===== config.mk =====
export PLATFORM = sky130hd
export DESIGN_NAME = instr_fetch
export DESIGN_NICKNAME = d
export VERILOG_FILES = /design/src/rtl/instr_fetch.sv
export SDC_FILE = /design/constraint.sdc
export NUM_CORES = 1
export LEC_CHECK = 0
export ABC_AREA = 1
export CAP_MARGIN = 10
export CORE_UTILIZATION = 40
export DETAILED_ROUTE_END_ITERATION = 10
export PLACE_DENSITY = 0.81
export SLEW_MARGIN = 15
export SYNTH_ARGS = -nofsm -noshare
export SYNTH_HDL_FRONTEND = slang
export SYNTH_SLANG_ARGS = --single-unit

===== constraint.sdc =====
create_clock -name Clk -period 1.15 [get_ports Clk]
set_input_delay 0.1725 -clock Clk [delete_from_list [all_inputs] [get_ports Clk]]
set_output_delay 0.1725 -clock Clk [all_outputs]
set_load 0.005 [all_outputs]

===== src/rtl/instr_fetch.sv =====
// Instruction fetch sequencer: owns the program counter, drives the
// instruction-memory address, waits out the memory read latency and hands
// the fetched word to the IR with a one-cycle load strobe.
//
// Handshake: the control FSM raises Fetch. It is accepted only on an edge
// where Busy=0. Busy stays high from the accepting edge until the edge that
// closes the IR_Ld cycle. A Fetch seen while Busy=1 is dropped, not queued,
// so the requester holds or re-issues it after Busy falls.
module instr_fetch #(
    parameter int              AW       = 8,
    parameter int              RD_LAT   = 1,
    parameter logic [AW-1:0]   RESET_PC = '0
) (
    input  logic          Clk,
    input  logic          Rst_n,
    input  logic          Fetch,
    input  logic          PC_Ld,
    input  logic [AW-1:0] PC_Din,
    input  logic [15:0]   Instr_MEM,
    output logic [AW-1:0] Instr_Addr,
    output logic [15:0]   Instr_IR,
    output logic          IR_Ld,
    output logic [AW-1:0] PC,
    output logic          Busy
);

    typedef enum logic [1:0] {
        ST_IDLE = 2'd0,
        ST_WAIT = 2'd1,
        ST_LOAD = 2'd2
    } state_t;

    // Counter starts at RD_LAT-1 so the word is captured exactly RD_LAT
    // edges after the address register is loaded.
    localparam logic [2:0] LAT_INIT = 3'(RD_LAT - 1);

    state_t        state;
    state_t        state_nxt;
    logic [2:0]    lat_cnt;
    logic [AW-1:0] pc_q;
    logic [AW-1:0] addr_q;
    logic [15:0]   ir_q;
    logic          ir_ld_q;
    logic          busy_q;
    // Set when the PC was redirected during WAIT; the redirect target must
    // survive the post-fetch increment.
    logic          redirected;

    // State register.
    always_ff @(posedge Clk) begin
        if (!Rst_n) begin
            state <= ST_IDLE;
        end else begin
            state <= state_nxt;
        end
    end

    // Next-state decode.
    always_comb begin
        state_nxt = state;
        case (state)
            ST_IDLE: if (Fetch) state_nxt = ST_WAIT;
            ST_WAIT: if (lat_cnt == 3'd0) state_nxt = ST_LOAD;
            ST_LOAD: state_nxt = ST_IDLE;
            default: state_nxt = ST_IDLE;
        endcase
    end

    // Datapath: PC, address register, latency counter, IR word and strobes.
    always_ff @(posedge Clk) begin
        if (!Rst_n) begin
            pc_q       <= RESET_PC;
            addr_q     <= '0;
            ir_q       <= '0;
            ir_ld_q    <= 1'b0;
            busy_q     <= 1'b0;
            lat_cnt    <= 3'd0;
            redirected <= 1'b0;
        end else begin
            case (state)
                ST_IDLE: begin
                    if (PC_Ld) pc_q <= PC_Din;
                    if (Fetch) begin
                        // Redirect-and-fetch reads from the new target.
                        addr_q     <= PC_Ld ? PC_Din : pc_q;
                        lat_cnt    <= LAT_INIT;
                        busy_q     <= 1'b1;
                        redirected <= 1'b0;
                    end
                end
                ST_WAIT: begin
                    if (PC_Ld) begin
                        pc_q       <= PC_Din;
                        redirected <= 1'b1;
                    end
                    if (lat_cnt == 3'd0) begin
                        ir_q    <= Instr_MEM;
                        ir_ld_q <= 1'b1;
                        // A redirect, earlier or on this edge, wins over
                        // the sequential increment.
                        if (!PC_Ld && !redirected) pc_q <= addr_q + AW'(1);
                    end else begin
                        lat_cnt <= lat_cnt - 3'd1;
                    end
                end
                ST_LOAD: begin
                    if (PC_Ld) pc_q <= PC_Din;
                    ir_ld_q <= 1'b0;
                    busy_q  <= 1'b0;
                end
                default: begin
                    ir_ld_q <= 1'b0;
                    busy_q  <= 1'b0;
                end
            endcase
        end
    end

    assign Instr_Addr = addr_q;
    assign Instr_IR   = ir_q;
    assign IR_Ld      = ir_ld_q;
    assign PC         = pc_q;
    assign Busy       = busy_q;

endmodule


# After elaboration in Yosys (flattened, before gate mapping)
# Cells that the tools add are included.
[classes]
n_bitwise = 2
add_sub_neg = 2
mux = 17
n_reduce_logical = 15
n_eq_ne = 6
[op_table]
columns = ["op", "count"]
rows = [
  ["$mux 8", 3],
  ["$pmux 8 s2", 1],
  ["$reduce_and 2->1", 5],
  ["$add 8x1->8 const B", 1],
  ["$ne 2x2->1 const B", 4],
  ["$mux 3", 2],
  ["$pmux 1 s2", 3],
  ["$pmux 3 s2", 1],
  ["$reduce_and 3->1", 2],
  ["$mux 1", 4],
  ["$mux 2", 2],
  ["$pmux 2 s2", 1],
  ["$reduce_bool 2->1", 2],
  ["$logic_not 3->1", 1],
  ["$sub 3x1->3 const B", 1],
  ["$eq 2x1->1 const B", 1],
  ["$eq 2x2->1 const B", 1],
  ["$logic_not 1->1", 2],
  ["$logic_not 2->1", 1],
  ["$not 1->1", 2],
  ["$reduce_or 2->1", 1],
  ["$logic_and 1x1->1", 1],
]
[word_totals]
out_inout_bits = 34
inputBits = 28
ff_bits = 40

# Logic depth before layout (Yosys ltp)
[depth]
word_depth = 5
ltp_mapped = 9
mapped_depth_nobuf = 8

# Least setup slack after synthesis
# OpenSTA, ideal clock, no wires.
[synth_path]
path_type = "reg2reg"
startpoint = "register lat_cnt[0]"
endpoint = "register ir_q[10], in the netlist Instr_IR[10]"
path_stages_with_launch = 9
t_arrival_ns = 1.136
setup_ns = 0.116
required_time_ns = 1.034
path_buffers = 1
setup_slack_ns = -0.101
cell_sequence = "dfxtp_1 inv_1 ha_1 inv_1 nor2_4 nand2_4 clkbuf_2 o21ai_0 nor2_1"
[synth_via]
elab_chain_len = 2
[synth_rtl]
columns = ["element", "line_no", "rtl"]
rows = [
  ["from (decl)", "39", "logic [2:0] lat_cnt;"],
  ["from (signal assigned)", "103", "lat_cnt <= lat_cnt - 3'd1;"],
  ["$logic_not 3->1", "96", "if (lat_cnt == 3'd0) begin"],
  ["$reduce_and 2->1 (no source line)", "n/a", ""],
  ["to (signal assigned)", "97", "ir_q <= Instr_MEM;"],
  ["to (decl)", "42", "logic [15:0] ir_q;"],
]
# No other way between the ends.
# A chain may end at the register's enable or synchronous reset.

# Final worst setup path
[layout_path]
startpoint = "register lat_cnt[0]"
endpoint = "register ir_q[11], in the netlist Instr_IR[11]"
# The elaborated chain is that of the path after synthesis.

==> results by group <==
Worst setup path
  • Max FO, Critical Path: 8
  • Crit path arrival time: 1.62 ns
  • Req. time, crit path: 1.39 ns
  • Setup CP Type: reg -> reg
  • R2r startpoint: lat_cnt[0]
  • Type of origin of the critical path: flip-flop
  • R2R depth: 9
  • R2R setup slack: -0.23 ns
  • CP Capture Type: flip-flop
  • Reg-to-Reg End: Instr_IR[11]

Logic synthesis
  • YS warnings: 0
  • Synth async-reset ratio: 0%
  • Post-synth top area share: 44.7%
  • Synthesized net count: 280
  • Gate Count Post-Synth: 249
  • Synthesized area: 1790 µm²
  • Top FF cell, synth: dfxtp_1
  • Top area cells in the synthesized netlist: dfxtp_1 (45%), nor2_1 (10%), o21ai_0 (9.5%)
  • Synth unique cells: 26
  • Number of synthesized flops with an enable pin: 0
  • #FFs+latches synth: 40
  • Area leader, netlist: dfxtp_1
  • Register area share after synthesis: 44.7%
  • Mapped Avg Cell Area: 7.20 µm²

GRT
  • GR Util met3: 4.93%
  • Largest net degree at the start of global routing: 15
  • Initial antenna violation count: 0
  • Number of global-route vias before repair: 1810
  • Total GRT Usage: 23.9%
  • Met2 usage: 40.0%
  • Global route overflow: 0
  • First-pass GRT wire length: 8.17 mm
  • Most crowded layer after global routing: met2
  • Global-route met1 utilization: 28.0%

Cells and area
  • Commonest non-fill, non-tap cell in the layout: nor2_1
  • Proportion of layout cells with a drive suffix above 1: 34.6%
  • Commonest cells after routing, fill and taps aside: nor2_1 (39), nand2_1 (36), dlygate4sd2_1 (34)
  • Area grow syn2layout: 67.3%
  • Diode count: 0
  • Layout Nets: 374
  • Final Instance Area: 3000 µm²

Die
  • Die H: 69.0 µm
  • CORE AREA: 4140 µm²
  • I/O pins: 62
  • Die area: 4750 µm²
  • Die width: 69.0 µm
  • Site row count: 23
  • Initial core utilization: 43.3%

Worst hold path
  • Min-delay worst type: reg -> reg
  • Hold Crit Endpoint: lat_cnt[0]
  • Hold Path Origin: lat_cnt[0]
  • Hold Path Stages: 1

CTS
  • Clk pin slew, worst setup/hold paths: 0.08 ns
  • CTS HTree Levels: 2
  • Clock Path Buffers: 2
  • Root Driver: clkbuf_8
  • CTS tree: yes
  • Worst skew pair latency: 0.31 ns
  • Clock sinks: 40
  • Num CTS Buffers: 5

Drt
  • DRT Wirelength: 5.53 mm
  • Drt drc: 0
  • Vias: 2010
  • Number of DRC markers in iteration 0: 180
  • Antenna-violating nets left: 0
  • DR WL/cell: 14.0 µm
  • DR pass1 iterations: 4
  • Vias per cell: 5.10

Timing
  • Worst-margin pin slew: 0.411 ns
  • Final min period: 1.38 ns
  • Final setup violation count: 28
  • F_max: 727 MHz
  • Max_slew headroom: 72.3%
  • Clock skew: 0.00638 ns
  • Final slew viol count: 0
  • Worst Slack Setup Final: -0.226 ns
  • Endpoints failing hold: 0
  • RSZ-0062 raised after global routing: true
  • Final Cycle Share: 120%

Run status
  • Failing checks: setup timing
  • Status: complete, but fails checks

Place
  • GP Congestion: 0.822
  • Setup slack after placement: -0.380 ns
  • Detail Placement HPWL: 3.43 mm
  • Placed cell area: 2590 µm²
  • I/O Buffers: 61

Flow run
  • Max-Cap Viols: 0

Pwr
  • PD cells: 1350 nW/µm²
  • VDD IR max: 737 µV
  • Leakage: 0.00138 µW
[final cells by class]
type / count / area (µm²)
fill: 328 / 1140
clock buffer: 6 / 72.6
sequential: 40 / 837
clock inverter: 2 / 35.0
timing repair inverter: 1 / 16.3
timing repair buffer: 94 / 841
inverter: 24 / 105
tap: 50 / 62.6
multi-input combinational: 177 / 1030
[state kept, by name, indices dropped and copies added, names as in the netlist]
name	flops
Instr_IR	16
Instr_Addr	8
PC	8
lat_cnt	3
state	2
Busy	1
IR_Ld	1
redirected	1
[synthesized netlist by cell type, drive strengths merged (2+ instances only)]
cell,count
a211oi,2
a21oi,21
buf,4
clkbuf,4
dfxtp,40
ha,3
inv,23
nand2,41
nand3,15
nand4,2
nor2,50
o21ai,39
or2,2
[critical path, stage by stage, from the launching register on]
cell and delay (ns):
dfxtp_2 0.33, inv_2 0.07, ha_4 0.15, inv_2 0.04
nor2_4 0.19, nand2_4 0.13, buf_12 0.17, clkinv_8 0.06
nor2_1 0.04, nor2_1 0.12
[per-stage QoR]
stage / total power, µW / hold slack, ns / utilization, % / instances / TNS [ns]
floorplan: 2150 / 0.311 / - / 249 / -0.488
global placement: 2660 / 0.437 / 62.5 / 372 / -6.75
detailed placement: 2690 / 0.453 / 62.5 / 372 / -8.03
CTS: 3900 / 0.433 / 69.6 / 390 / -4.10
global route: 4250 / 0.460 / 72.4 / 394 / -6.87
finish: 4040 / 0.446 / 72.4 / 394 / -4.90
[report_power, final]
part / internal [µW] / total, µW / switching (µW)
registers: 1560 / 1660 / 103
clock network: 644 / 1170 / 523
logic: 610 / 1210 / 599
[metal layers]
layer	share of wire, %	vias up	wire length, µm
met5	0	-	0
met4	2.5	0	140
met3	5.6	13	308
met2	49	76	2730
met1	43	920	2360
li1	-	1001	-
[cell families (layout without fill, tap and decap cells)]
logic type	Yosys count	after routing	share of synthesized area, %
AND/OR/NAND/NOR	110	110	26.6
adder cells (fa/ha/maj)	3	3	2.09
AO/OA/AOI/OAI	63	63	18.2
buffers and inverters	32	127	7.95
XOR/XNOR	1	1	0.489
flip-flops	40	40	44.7
[how the worst max path moves through the flow]
stage | from | end | slack, ns | depth (start not counted)
2_1_floorplan | lat_cnt[0] | Instr_IR[10] | -0.04 | 8
3_3_place_gp | PC_Ld | PC[4] | -0.30 | 7
3_5_place_dp | PC_Ld | PC[6] | -0.38 | 7
6_report | lat_cnt[0] | Instr_IR[11] | -0.23 | 9
4_1_cts | lat_cnt[1] | Instr_IR[8] | -0.20 | 8
5_1_grt | lat_cnt[0] | PC[0] | -0.29 | 8
[what timing repair did]
item                       CTS  global route
resized for setup           86            32
hold buffers                 0             0
gates cloned                 1             0
buffers inserted             9             4
pin swaps                    9            16
setup endpoints to repair   65            35
Note: power is estimated with default switching activity, not from simulation.
